==> src/rtl/dti_pkg.sv <==
// Shared definitions for the dti valid/ready channel blocks.
package dti_pkg;

    localparam int DTI_W_DATA_DEFAULT = 64;
    localparam int DTI_DEPTH_DEFAULT  = 2;

    // Index width for a DEPTH-entry buffer; never returns 0, so degenerate sizes still elaborate.
    function automatic int clog2_safe(input int depth);
        return (depth < 2) ? 1 : $clog2(depth);
    endfunction

endpackage

==> src/rtl/dti_if.sv <==
// dti valid/ready channel: producer drives data/valid, consumer drives ready.
interface dti_if #(
    parameter int W_DATA = dti_pkg::DTI_W_DATA_DEFAULT
);
    logic [W_DATA-1:0] data;
    logic              valid;
    logic              ready;

    modport producer (output data, output valid, input ready);
    modport consumer (input data, input valid, output ready);
endinterface

==> src/rtl/dti_fifo_mem.sv <==
// Simple dual-port register array: one synchronous write port, one asynchronous read port.
module dti_fifo_mem
    import dti_pkg::*;
#(
    parameter int W_DATA = DTI_W_DATA_DEFAULT,
    parameter int DEPTH  = DTI_DEPTH_DEFAULT,
    localparam int AW    = clog2_safe(DEPTH)
) (
    input  logic              clk,
    input  logic              i_we,
    input  logic [AW-1:0]     i_waddr,
    input  logic [W_DATA-1:0] i_wdata,
    input  logic [AW-1:0]     i_raddr,
    output logic [W_DATA-1:0] o_rdata
);

    logic [W_DATA-1:0] r_mem [DEPTH];

    always_ff @(posedge clk) begin
        if (i_we) r_mem[i_waddr] <= i_wdata;
    end

    assign o_rdata = r_mem[i_raddr];

endmodule

==> src/rtl/dti_decouple.sv <==
// Elastic decoupling stage: DEPTH-entry circular FIFO between two dti channels.
// All handshake outputs come from registered pointers, so no path crosses din<->dout.
module dti_decouple
    import dti_pkg::*;
#(
    parameter int W_DATA = DTI_W_DATA_DEFAULT,
    parameter int DEPTH  = DTI_DEPTH_DEFAULT
) (
    input logic     clk,
    input logic     rst_n,
    dti_if.consumer din,
    dti_if.producer dout
);

    localparam int AW = clog2_safe(DEPTH);
    typedef logic [AW:0] ptr_t;

    if ((DEPTH < 2) || ((DEPTH & (DEPTH - 1)) != 0)) begin : g_bad_depth
        $error("dti_decouple: DEPTH must be a power of two and >= 2");
    end

    ptr_t              r_wr_ptr;
    ptr_t              r_rd_ptr;
    logic              w_empty;
    logic              w_full;
    logic              w_push;
    logic              w_pop;
    logic [W_DATA-1:0] w_rdata;

    // Extra MSB acts as a wrap flag: same index with differing wrap bit means full.
    assign w_empty = (r_wr_ptr == r_rd_ptr);
    assign w_full  = (r_wr_ptr[AW-1:0] == r_rd_ptr[AW-1:0]) && (r_wr_ptr[AW] != r_rd_ptr[AW]);

    assign din.ready  = !w_full && rst_n;
    assign dout.valid = !w_empty;
    assign dout.data  = w_rdata;

    assign w_push = din.valid && din.ready;
    assign w_pop  = dout.valid && dout.ready;

    always_ff @(posedge clk) begin
        if (!rst_n) begin
            r_wr_ptr <= '0;
            r_rd_ptr <= '0;
        end else begin
            if (w_push) r_wr_ptr <= r_wr_ptr + ptr_t'(1);
            if (w_pop)  r_rd_ptr <= r_rd_ptr + ptr_t'(1);
        end
    end

    dti_fifo_mem #(
        .W_DATA (W_DATA),
        .DEPTH  (DEPTH)
    ) u_mem (
        .clk     (clk),
        .i_we    (w_push),
        .i_waddr (r_wr_ptr[AW-1:0]),
        .i_wdata (din.data),
        .i_raddr (r_rd_ptr[AW-1:0]),
        .o_rdata (w_rdata)
    );

endmodule

==> src/flat_wrapper.sv <==
// flat-port wrapper written by rule: the top's interface ports become plain ports
module dti_decouple_flat import dti_pkg::*;
#(
    parameter int W_DATA = DTI_W_DATA_DEFAULT,
    parameter int DEPTH  = DTI_DEPTH_DEFAULT
)
  (clk, rst_n, din_data, din_valid, din_ready, dout_data, dout_valid, dout_ready);
  dti_if #(.W_DATA(W_DATA)) din_i ();
  dti_if #(.W_DATA(W_DATA)) dout_i ();
  input logic clk;
  input logic rst_n;
  input wire logic [$bits(din_i.data)-1:0] din_data;
  input wire logic [$bits(din_i.valid)-1:0] din_valid;
  output wire logic [$bits(din_i.ready)-1:0] din_ready;
  output wire logic [$bits(dout_i.data)-1:0] dout_data;
  output wire logic [$bits(dout_i.valid)-1:0] dout_valid;
  input wire logic [$bits(dout_i.ready)-1:0] dout_ready;
  assign din_i.data = din_data;
  assign din_i.valid = din_valid;
  assign din_ready = din_i.ready;
  assign dout_data = dout_i.data;
  assign dout_valid = dout_i.valid;
  assign dout_i.ready = dout_ready;
  dti_decouple #(.W_DATA(W_DATA), .DEPTH(DEPTH)) u_core (.clk(clk), .rst_n(rst_n), .din(din_i), .dout(dout_i));
endmodule
==> config.mk <==
export PLATFORM = sky130hd
export DESIGN_NAME = dti_decouple_flat
export DESIGN_NICKNAME = d
export VERILOG_FILES = /design/src/rtl/dti_pkg.sv /design/src/rtl/dti_if.sv /design/src/rtl/dti_fifo_mem.sv /design/src/rtl/dti_decouple.sv /design/src/flat_wrapper.sv
export SDC_FILE = /design/constraint.sdc
export NUM_CORES = 1
export LEC_CHECK = 0
export CORE_AREA = 2 2 121 182
export CTS_BUF_LIST = sky130_fd_sc_hd__clkbuf_4
export CTS_CLUSTER_DIAMETER = 120
export DETAILED_ROUTE_END_ITERATION = 7
export DIE_AREA = 0 0 123 184
export GPL_ROUTABILITY_DRIVEN = 0
export PLACE_DENSITY = 0.49
export SETUP_SLACK_MARGIN = 0.05
export SLEW_MARGIN = 20
export SYNTH_ARGS = -nofsm -noshare
export SYNTH_HDL_FRONTEND = slang
export SYNTH_HIERARCHICAL = 1
export SYNTH_SLANG_ARGS = --single-unit
==> constraint.sdc <==
create_clock -name clk -period 6.6 [get_ports clk]
set_input_delay 1.32 -clock clk [delete_from_list [all_inputs] [get_ports clk]]
set_output_delay 1.32 -clock clk [all_outputs]
set_load 0.05 [all_outputs]
==> flow_metrics.tcl <==
set metrics [dict create \
    ctsResizeCount 0 \
    synthDistinctLibCells 25 \
    period_share_pct 67.4 \
    clk-insertion-delay-late_ns 0.54 \
    core_area_um2 21000 \
    ys_seq_area_share_pct 75.7 \
    syn_to_final_growth_pct 36.6 \
    wl_per_cell_um 15.4 \
    reg2reg_from "u_core/r_rd_ptr[0]$_SDFFE_PN0P_" \
    grt_pass1_wl_um 15500 \
    die_w_um 123 \
    synth_edf_count 128 \
    ir_drop_uv 118 \
    worstReg2RegEnd "u_core/u_mem/r_mem[0][45]$_DFFE_PP_" \
    grt_max_degree 65 \
    grt_overflow_total 0 \
    antenna_left 0 \
    dieArea_um2 22600 \
    remaining_drc_errors 0 \
    vias 2596 \
    worstPathRequired_ns 5.28 \
    holdBufCountCts 0 \
    synth_top_family_by_area "multiplexers" \
    htreeDepth 4 \
    slew-limit-headroom_pct 32.8 \
    path_class "reg2out" \
    design_area_um2 7080 \
    hold_path_startpoint "u_core/r_wr_ptr[1]$_SDFFE_PN0P_" \
    outcome "complete, no violations" \
    netlist_top_cells_count "edfxtp_1 (128), mux2_4 (60), buf_12 (6)" \
    numPortBuffers 133 \
    netlist_area_um2 5180 \
    antenna_found_initial 3 \
    worstPathArrival_ns 3.13 \
    cts_root_buf "clkbuf_4" \
    tightest_slew_ns 1.01 \
    synthMuxAreaShare_pct 18.8 \
    cts_tree "done" \
    synthesis.nets 299 \
    crit_path_cell_trace "buf_4 > mux2_2 > clkdlybuf4s50_1" \
    synthAdderAreaFrac_pct 0 \
    critPathLaunchType "flip-flop" \
    dpl_cell_area_um2 6730 \
    fin_skew_ns 0.0131 \
    firstDrtPassIters 4 \
    clockBufferDepth 2 \
    critical-path-top-delay-family "buffers and inverters" \
    postCtsSetupBuffers 0 \
    hold_end "u_core/r_rd_ptr[1]$_SDFFE_PN0P_" \
    nNetsFinal 444 \
    synth-compound-area-share_pct 0.652 \
    initial_core_util_pct 24.7 \
    r2r_cells 5 \
    crit_path_top_delay_cell "dfxtp_4" \
    seq_area_um2 3930 \
    yosys_warnings 6 \
    setup_viol 0 \
    synth_top_area_share_pct 74.2 \
    drive_above_1_share_pct 25.4 \
    num_rows 65 \
    yosysMostFrequentCell "edfxtp_1" \
    hold_viol_final 0 \
    synth_seq_cells 132 \
    powerDensity_nw_per_um2 282 \
    yosys.area.top_type "edfxtp_1" \
    maxCapViolCount 0 \
    grt_pass1_vias 2918 \
    clock.fmax_mhz 225 \
    rsz0062_at_grt "no" \
    synth.avg_cell_area_um2 22.4 \
    cts_made_buffers 17 \
    synthArstFlopShare_pct 0 \
    hold_path_class "reg2reg" \
    synthFlopType "edfxtp_1" \
    path_max_fanout 48 \
    p_leak_nw 2.44 \
    setup_tns_ns 0 \
    clkTransAtPathRegs_ns 0.11 \
    max_stage_delay_ns 0.94 \
    synth_xor_area_share_pct 0.338 \
    slew_viol_final 0 \
    r2r_slack_ns 3.36 \
    wirelength_um 10200 \
    setup.worst_path.end_class "output pin" \
    drtIter0Drc 120 \
    synth_cells 231 \
    ios 134 \
    fill_cells 2061 \
    synth_area_leaders "edfxtp_1 (74%), mux2_4 (17%), buf_12 (2.3%), dfxtp_1 (1.5%), mux2_2 (0.87%)" \
    die_y_um 184 \
    period_minus_slack_ns 4.45 \
    cts.sink_count 132 \
    path_buf_inv 2 \
    track_usage_pct 9.53 \
    dp_hpwl_um 6300 \
    vias_per_cell 3.94 \
    min_delay_path_depth 2 \
    synth_simple_gate_area_share_pct 1.47 \
    multiInputGateArea_um2 1110 \
    finalPower_mw 2.00 \
]
## worst max path at each step
stage / start / end / depth (start not counted) / slack (ns)
finish: u_core/r_rd_ptr[0]$_SDFFE_PN0P_ / dout_data[62] / 3 / 2.15
global route: u_core/r_rd_ptr[0]$_SDFFE_PN0P_ / dout_data[62] / 3 / 1.91
CTS: u_core/r_rd_ptr[0]$_SDFFE_PN0P_ / dout_data[62] / 3 / 1.97
detailed placement: rst_n / din_ready / 3 / 2.50
global placement: rst_n / din_ready / 3 / 2.53
floorplan: rst_n / u_core/u_mem/r_mem[0][0]$_DFFE_PP_ / 3 / 1.29
## cells by family after synthesis
logic type,after synthesis
xor+xnor,2
simple gates,13
compound gates,6
mux,67
buf+inv,11
flops,132
## per-stage QoR
step | worst slack, ns | instances | util [%] | hold WS [ns]
after floorplan | 1.29 | 231 | - | 0.487
after global placement | 2.53 | 625 | 32.1 | 0.500
after detailed placement | 2.50 | 625 | 32.1 | 0.517
after CTS | 1.97 | 657 | 33.7 | 0.539
after global routing | 1.91 | 658 | 33.7 | 0.553
final | 2.15 | 659 | 33.7 | 0.541
## layout make-up
| type | count | area share [%] |
|---|---|---|
| sequential | 132 | 55.5 |
| clock buffer | 18 | 1.91 |
| multi-input combinational | 88 | 15.7 |
| antenna | 2 | 0.0707 |
| clock inverter | 14 | 2.93 |
| tap | 268 | 4.74 |
| inverter | 2 | 0.106 |
| timing repair buffer | 135 | 19.0 |
## power by group
group / switching, mW / internal (mW) / total [mW]
registers: 0.0240 / 0.960 / 0.984
clock network: 0.299 / 0.342 / 0.641
logic: 0.210 / 0.163 / 0.373
## registers in the layout (all words and copies together), names as in the netlist
name,flops
u_core/u_mem/r_mem,128
u_core/r_wr_ptr,2
u_core/r_rd_ptr,2
## cell usage in the layout (no fill, tap or decap), drive strengths merged, types with 2 or more instances in the layout
| cell type | Yosys | final |
|---|---|---|
| clkdlybuf4s50 | 0 | 133 |
| edfxtp | 128 | 128 |
| mux2 | 64 | 64 |
| clkbuf | 0 | 18 |
| clkinv | 0 | 7 |
| bufinv | 0 | 5 |
| dfxtp | 4 | 4 |
| inv | 2 | 4 |
| mux2i | 3 | 3 |
| a21oi | 3 | 3 |
| diode | 0 | 2 |
| nor2 | 2 | 2 |
| nand2 | 2 | 2 |
| buf | 9 | 2 |
| and2 | 2 | 2 |
## worst register-to-register path: stages (launching register included)
cell     delay [ns]
dfxtp_4        0.94
xor2_1         0.24
o21a_1         0.17
and2_1         0.18
nor2b_4        0.68
buf_4          0.65
## per-layer routing
layer	global-route usage, %	routed length [um]	up-vias
li1	-	-	1203
met1	9.01	3690	1283
met2	16.7	5430	92
met3	5.27	826	16
met4	4.09	187	2
met5	0	16	-
Power figures use the tool's default switching activity.
==> RTL edit 1: new RTL, config.mk and constraints unchanged <==
`DTI_W_DATA_DEFAULT`: 64 -> 96.
--- a/src/rtl/dti_pkg.sv
+++ b/src/rtl/dti_pkg.sv
@@ -1,7 +1,7 @@
 // Shared definitions for the dti valid/ready channel blocks.
 package dti_pkg;
 
-    localparam int DTI_W_DATA_DEFAULT = 64;
+    localparam int DTI_W_DATA_DEFAULT = 96;
     localparam int DTI_DEPTH_DEFAULT  = 2;
 
     // Index width for a DEPTH-entry buffer; never returns 0, so degenerate sizes still elaborate.
Interface: changed (resized din_data and dout_data); port bits go from 134 to 198. No check against the original RTL was run, so the function may have changed too.
==> RTL edit 1 against the unedited design <==
Power up 32%. Sequential share of layout area increased by 3.5 points. Routed wire length up 48%. Global-route usage increased by 4.3 points. Synthesized area grew 43%. Setup slack got worse by 55 ps. Sequential cell count up 64. Design area increased by 40%.
==> RTL edit 1: results (changes against the unedited design) <==
yosys:
  synth_xor_area_frac: 0.00237  # -0.00101
  syn_nets: 431  # +44%
  ys_seq_area_frac: 0.791  # +0.0339
  synth-async-reset-ratio: 0  # unchanged
  synth_fa_ha_area_frac: 0  # unchanged
  synth_compound_area_frac: 0.00457  # -0.00195
  syn-instance-count: 331  # +43%
  synth_cell_types: 26  # +4.0%
  synth_common_cells: "edfxtp_1, mux2_2, mux2_4, buf_2"
  synth-edff-count: 192  # +50%
  synth_mux_area_frac: 0.171  # -0.0176
  yosysWarnings: 6  # unchanged
  synth_area_leaders: "edfxtp_1, mux2_2, mux2_4"
global_route:
  antenna_found_initial: 1  # -2
  use_met1: 0.152  # +0.0614
  grt_use_met2: 0.236  # +0.0690
  grt_max_degree: 97  # +49%
  grt_pass1_vias: 4026  # +38%
  grt_usage: 0.138  # +0.0429
  met3_usage: 0.0602  # +0.00744
  grt_pass1_wl_um: 22700  # +47%
power_and_ir_drop:
  vdd_drop_max_v: 0.000158  # +34%
  powerSeq_mw: 1.45  # +47%
  clk-power_mw: 0.660  # +3%
  p_leak_nw: 3.30  # +35%
  p_int_mw: 1.92  # +31%
  switching_share: 0.275  # +0.00834
clock_network:
  cts_resized: 0  # unchanged
  cts_buffer_depth: 2  # unchanged
  cts_root_buffer: "clkbuf_4"
  clk_latency_ps: 560  # +20 ps
  clk_pin_slew_ps: 140  # +30 ps
routing:
  wirelength_um: 15000  # +48%
  vias: 3715  # +43%
  drt_first_iter_violations: 200  # +67%
  first_pass_iters: 4  # unchanged
setup_path:
  worst_path_largest_cell_delay_ps: 870  # -70 ps
  crit_arrival_ps: 3180  # +50 ps
  critical_path.max_fanout: 51  # +6.3%
  r2r_setup_slack_ps: 3390  # +30 ps
layout:
  fin_cells: 820  # +24%
  fin_nets: 638  # +44%
  largestRegisters: "u_core/u_mem/r_mem (192), u_core/r_rd_ptr (2), u_core/r_wr_ptr (2)"
  drive_gt1_frac: 0.243  # -0.0113
placed_design:
  hpwl_um: 9720  # +54%
  place_inst: 787  # +26%
  port-buffer-count: 197  # +48%
sta:
  relSlewSlack: 0.414  # +0.0863
  clock_skew_ps: 16.3  # +3.16 ps
status:
  status: "completed"
==> RTL edit 1: cell types whose count changed after synthesis <==
| cell | unedited run | this run |
|---|---|---|
| mux2_2 | 4 | 56 |
| buf_8 | 0 | 1 |
| buf_2 | 1 | 6 |
| mux2_4 | 60 | 40 |
| buf_12 | 6 | 4 |
| edfxtp_1 | 128 | 192 |
==> RTL edit 1: routing by layer <==
layer | part of all wire | routed length (um)
met3 | 0.083 | 1240
met1 | 0.36 | 5460
met2 | 0.54 | 8110
met5 | 0 | 0
met4 | 0.012 | 187
==> RTL edit 1: area by class of cell <==
class,instances,area [sq um]
clock buffers,19,143
inverters,2,7.51
fillers,1843,11100
repair buffers,201,2010
diodes,1,2.50
well taps,268,335
multi-input cells,120,1400
flip-flops and latches,196,5850
clock inverters,13,159
==> RTL edit 1: cell families (layout without fill, tap and decap cells) <==
family	Yosys count	after routing
flops	196	196
buf+inv	15	235
mux	99	99
other cells	0	1
xor+xnor	2	2
compound gates	6	6
simple gates	13	13
==> RTL edit 1: final timing paths <==
check,depth (start not counted),to
worst min-delay path,2,u_core/r_rd_ptr[1]
worst max-delay path,3,dout_data[16]
worst max register to register,5,u_core/u_mem/r_mem[1][49]
worst min register to register,2,u_core/r_rd_ptr[1]
==> RTL edit 1: through the flow <==
stage / hold slack, ps / area [sq um] / setup WS (ps) / util
final: 540 / 9910 / 2100 / 0.472
after global routing: 592 / 9910 / 1840 / 0.472
after floorplan: 487 / 7390 / 1690 / -
after detailed placement: 520 / 9610 / 2530 / 0.458
after CTS: 542 / 9910 / 1940 / 0.472
after global placement: 503 / 9610 / 2520 / 0.458
==> RTL edit 1: tightest hold or removal path, cell delays in order, from the launching register on <==
cell	delay (ps)
dfxtp_1	370
nand4_1	80
a21oi_1	60
==> RTL edit 2: new RTL, config.mk and constraints unchanged <==
Made on the original files. Reset style: asynchronous (`rst_n`), changed in one clocked block.
--- a/src/rtl/dti_decouple.sv
+++ b/src/rtl/dti_decouple.sv
@@ -38,7 +38,7 @@
     assign w_push = din.valid && din.ready;
     assign w_pop  = dout.valid && dout.ready;
 
-    always_ff @(posedge clk) begin
+    always_ff @(posedge clk or negedge rst_n) begin
         if (!rst_n) begin
             r_wr_ptr <= '0;
             r_rd_ptr <= '0;
Formal check against the unedited RTL: differs if rst_n is asserted again (counterexample within 4 cycles, from zero or initial values and one cycle with rst_n low); with rst_n held inactive, the same outputs for 10 cycles.
==> RTL edit 2 against the unedited design <==
Sequential share of layout area grew 0.40 points. Design area decreased by 0.21%. Routed wire length increased by 0.76%. Register-to-register slack better by 360 ps. Critical path depth is the same. Synthesized area is essentially flat. Setup slack got worse by 36 ps. Sequential cell count is the same. Critical path type unchanged.
Power is not compared: it rests on default switching activity, and its combinational part moved more than twofold at a synthesized area within 25%.
==> RTL edit 2: results (changes against the unedited design) <==
layout:
  fill_cells: 2063  # +0.097%
  drive_gt1_frac: 0.259  # +0.00457
  utilization: 0.337  # -0.000716
  fin_nets: 441  # -0.68%
  fin_cells: 656  # -0.46%
clock_network:
  clk_latency_ps: 520  # -20 ps
  cts_hold_buf: 0  # unchanged
global_route:
  use_met1: 0.0901  # about the same
  met3_usage: 0.0375  # -0.0152
  grt_pass1_vias: 2826  # -3.2%
  grt_use_met2: 0.166  # -0.00155
min_path:
  worstHoldStart: "u_core/r_wr_ptr[1]"
  hold_depth: 2  # unchanged
  hold_end: "u_core/r_wr_ptr[1]"
yosys:
  synth_area_leaders: "edfxtp_1, mux2_4, buf_12"
  synth_common_cells: "edfxtp_1, mux2_4, buf_12, mux2_2, dfrtp_1"
  synth_compound_area_frac: 0.0109  # +0.00434
  syn-instance-count: 228  # -1.3%
  synth_mux_area_frac: 0.187  # -0.00174
  synth-async-reset-ratio: 0.0303  # +0.0303
  synth_xor_area_frac: 0.00652  # +0.00314
  synth_cell_types: 21  # -16%
  ys_seq_area_frac: 0.761  # +0.00368
  syn_nets: 296  # -1.0%
setup_path:
  crit_arrival_ps: 3160  # +30 ps
  critical_path.max_fanout: 43  # -10%
  worstRegToRegCells: 4  # -1
  r2r_setup_slack_ps: 3720  # +360 ps
  crit_path_end: "dout_data[0]"
  worst_path_largest_cell_delay_ps: 770  # -170 ps
routing:
  met1_length_um: 3800  # +3.0%
  drt_first_iter_violations: 174  # +45%
  vias_per_cell: 3.92  # -0.55%
  wirelength_um: 10200  # +0.76%
  dr_wl_met3_um: 659  # -20%
  top_layer: "met5"
sta:
  tightestPinTransition_ps: 985  # -22.7 ps
  holdWs_ps: 644  # +102 ps
  clock_skew_ps: 20.2  # +7.10 ps
  max_freq_mhz: 223  # -0.80%
placed_design:
  port-buffer-count: 133  # unchanged
  place_inst: 622  # -0.48%
  hpwl_um: 6420  # +2.1%
  postPlaceCellArea_sq_um: 6740  # +0.11%
  place_ws_ps: 2320  # -176 ps
status:
  status: "completed"
power_and_ir_drop:
  finalPower_mw: 3.24
  switchingPower_mw: 1.27
-- RTL edit 2: cell count changes in the layout (fill, tap and decap cells not counted), moves of 2 or more --
| cell | change |
|---|---|
| clkinvlp_4 | +3 |
| a21boi_0 | +2 |
| dfrtp_1 | +3 |
| dfxtp_1 | -3 |
| inv_1 | -2 |
| mux2i_1 | -2 |
| clkinv_2 | -2 |
-- RTL edit 2: final cells by class --
type	instances	area (sq um)	share of cell area
clock buffers	18	135	0.0191
flip-flops and latches	132	3950	0.559
well taps	268	335	0.0475
repair buffers	135	1350	0.191
multi-input cells	87	1110	0.157
clock inverters	14	185	0.0262
diodes	2	5.00	0.000709
-- RTL edit 2: cell families (layout without fill, tap and decap cells) --
logic type                Yosys count  after routing
AOI/OAI and AO/OA                   9              9
buffers and inverters               9            167
DFF                               132            132
xor gates and xnor gates            3              3
other                               0              2
muxes                              66             66
and+or+nand+nor                     9              9
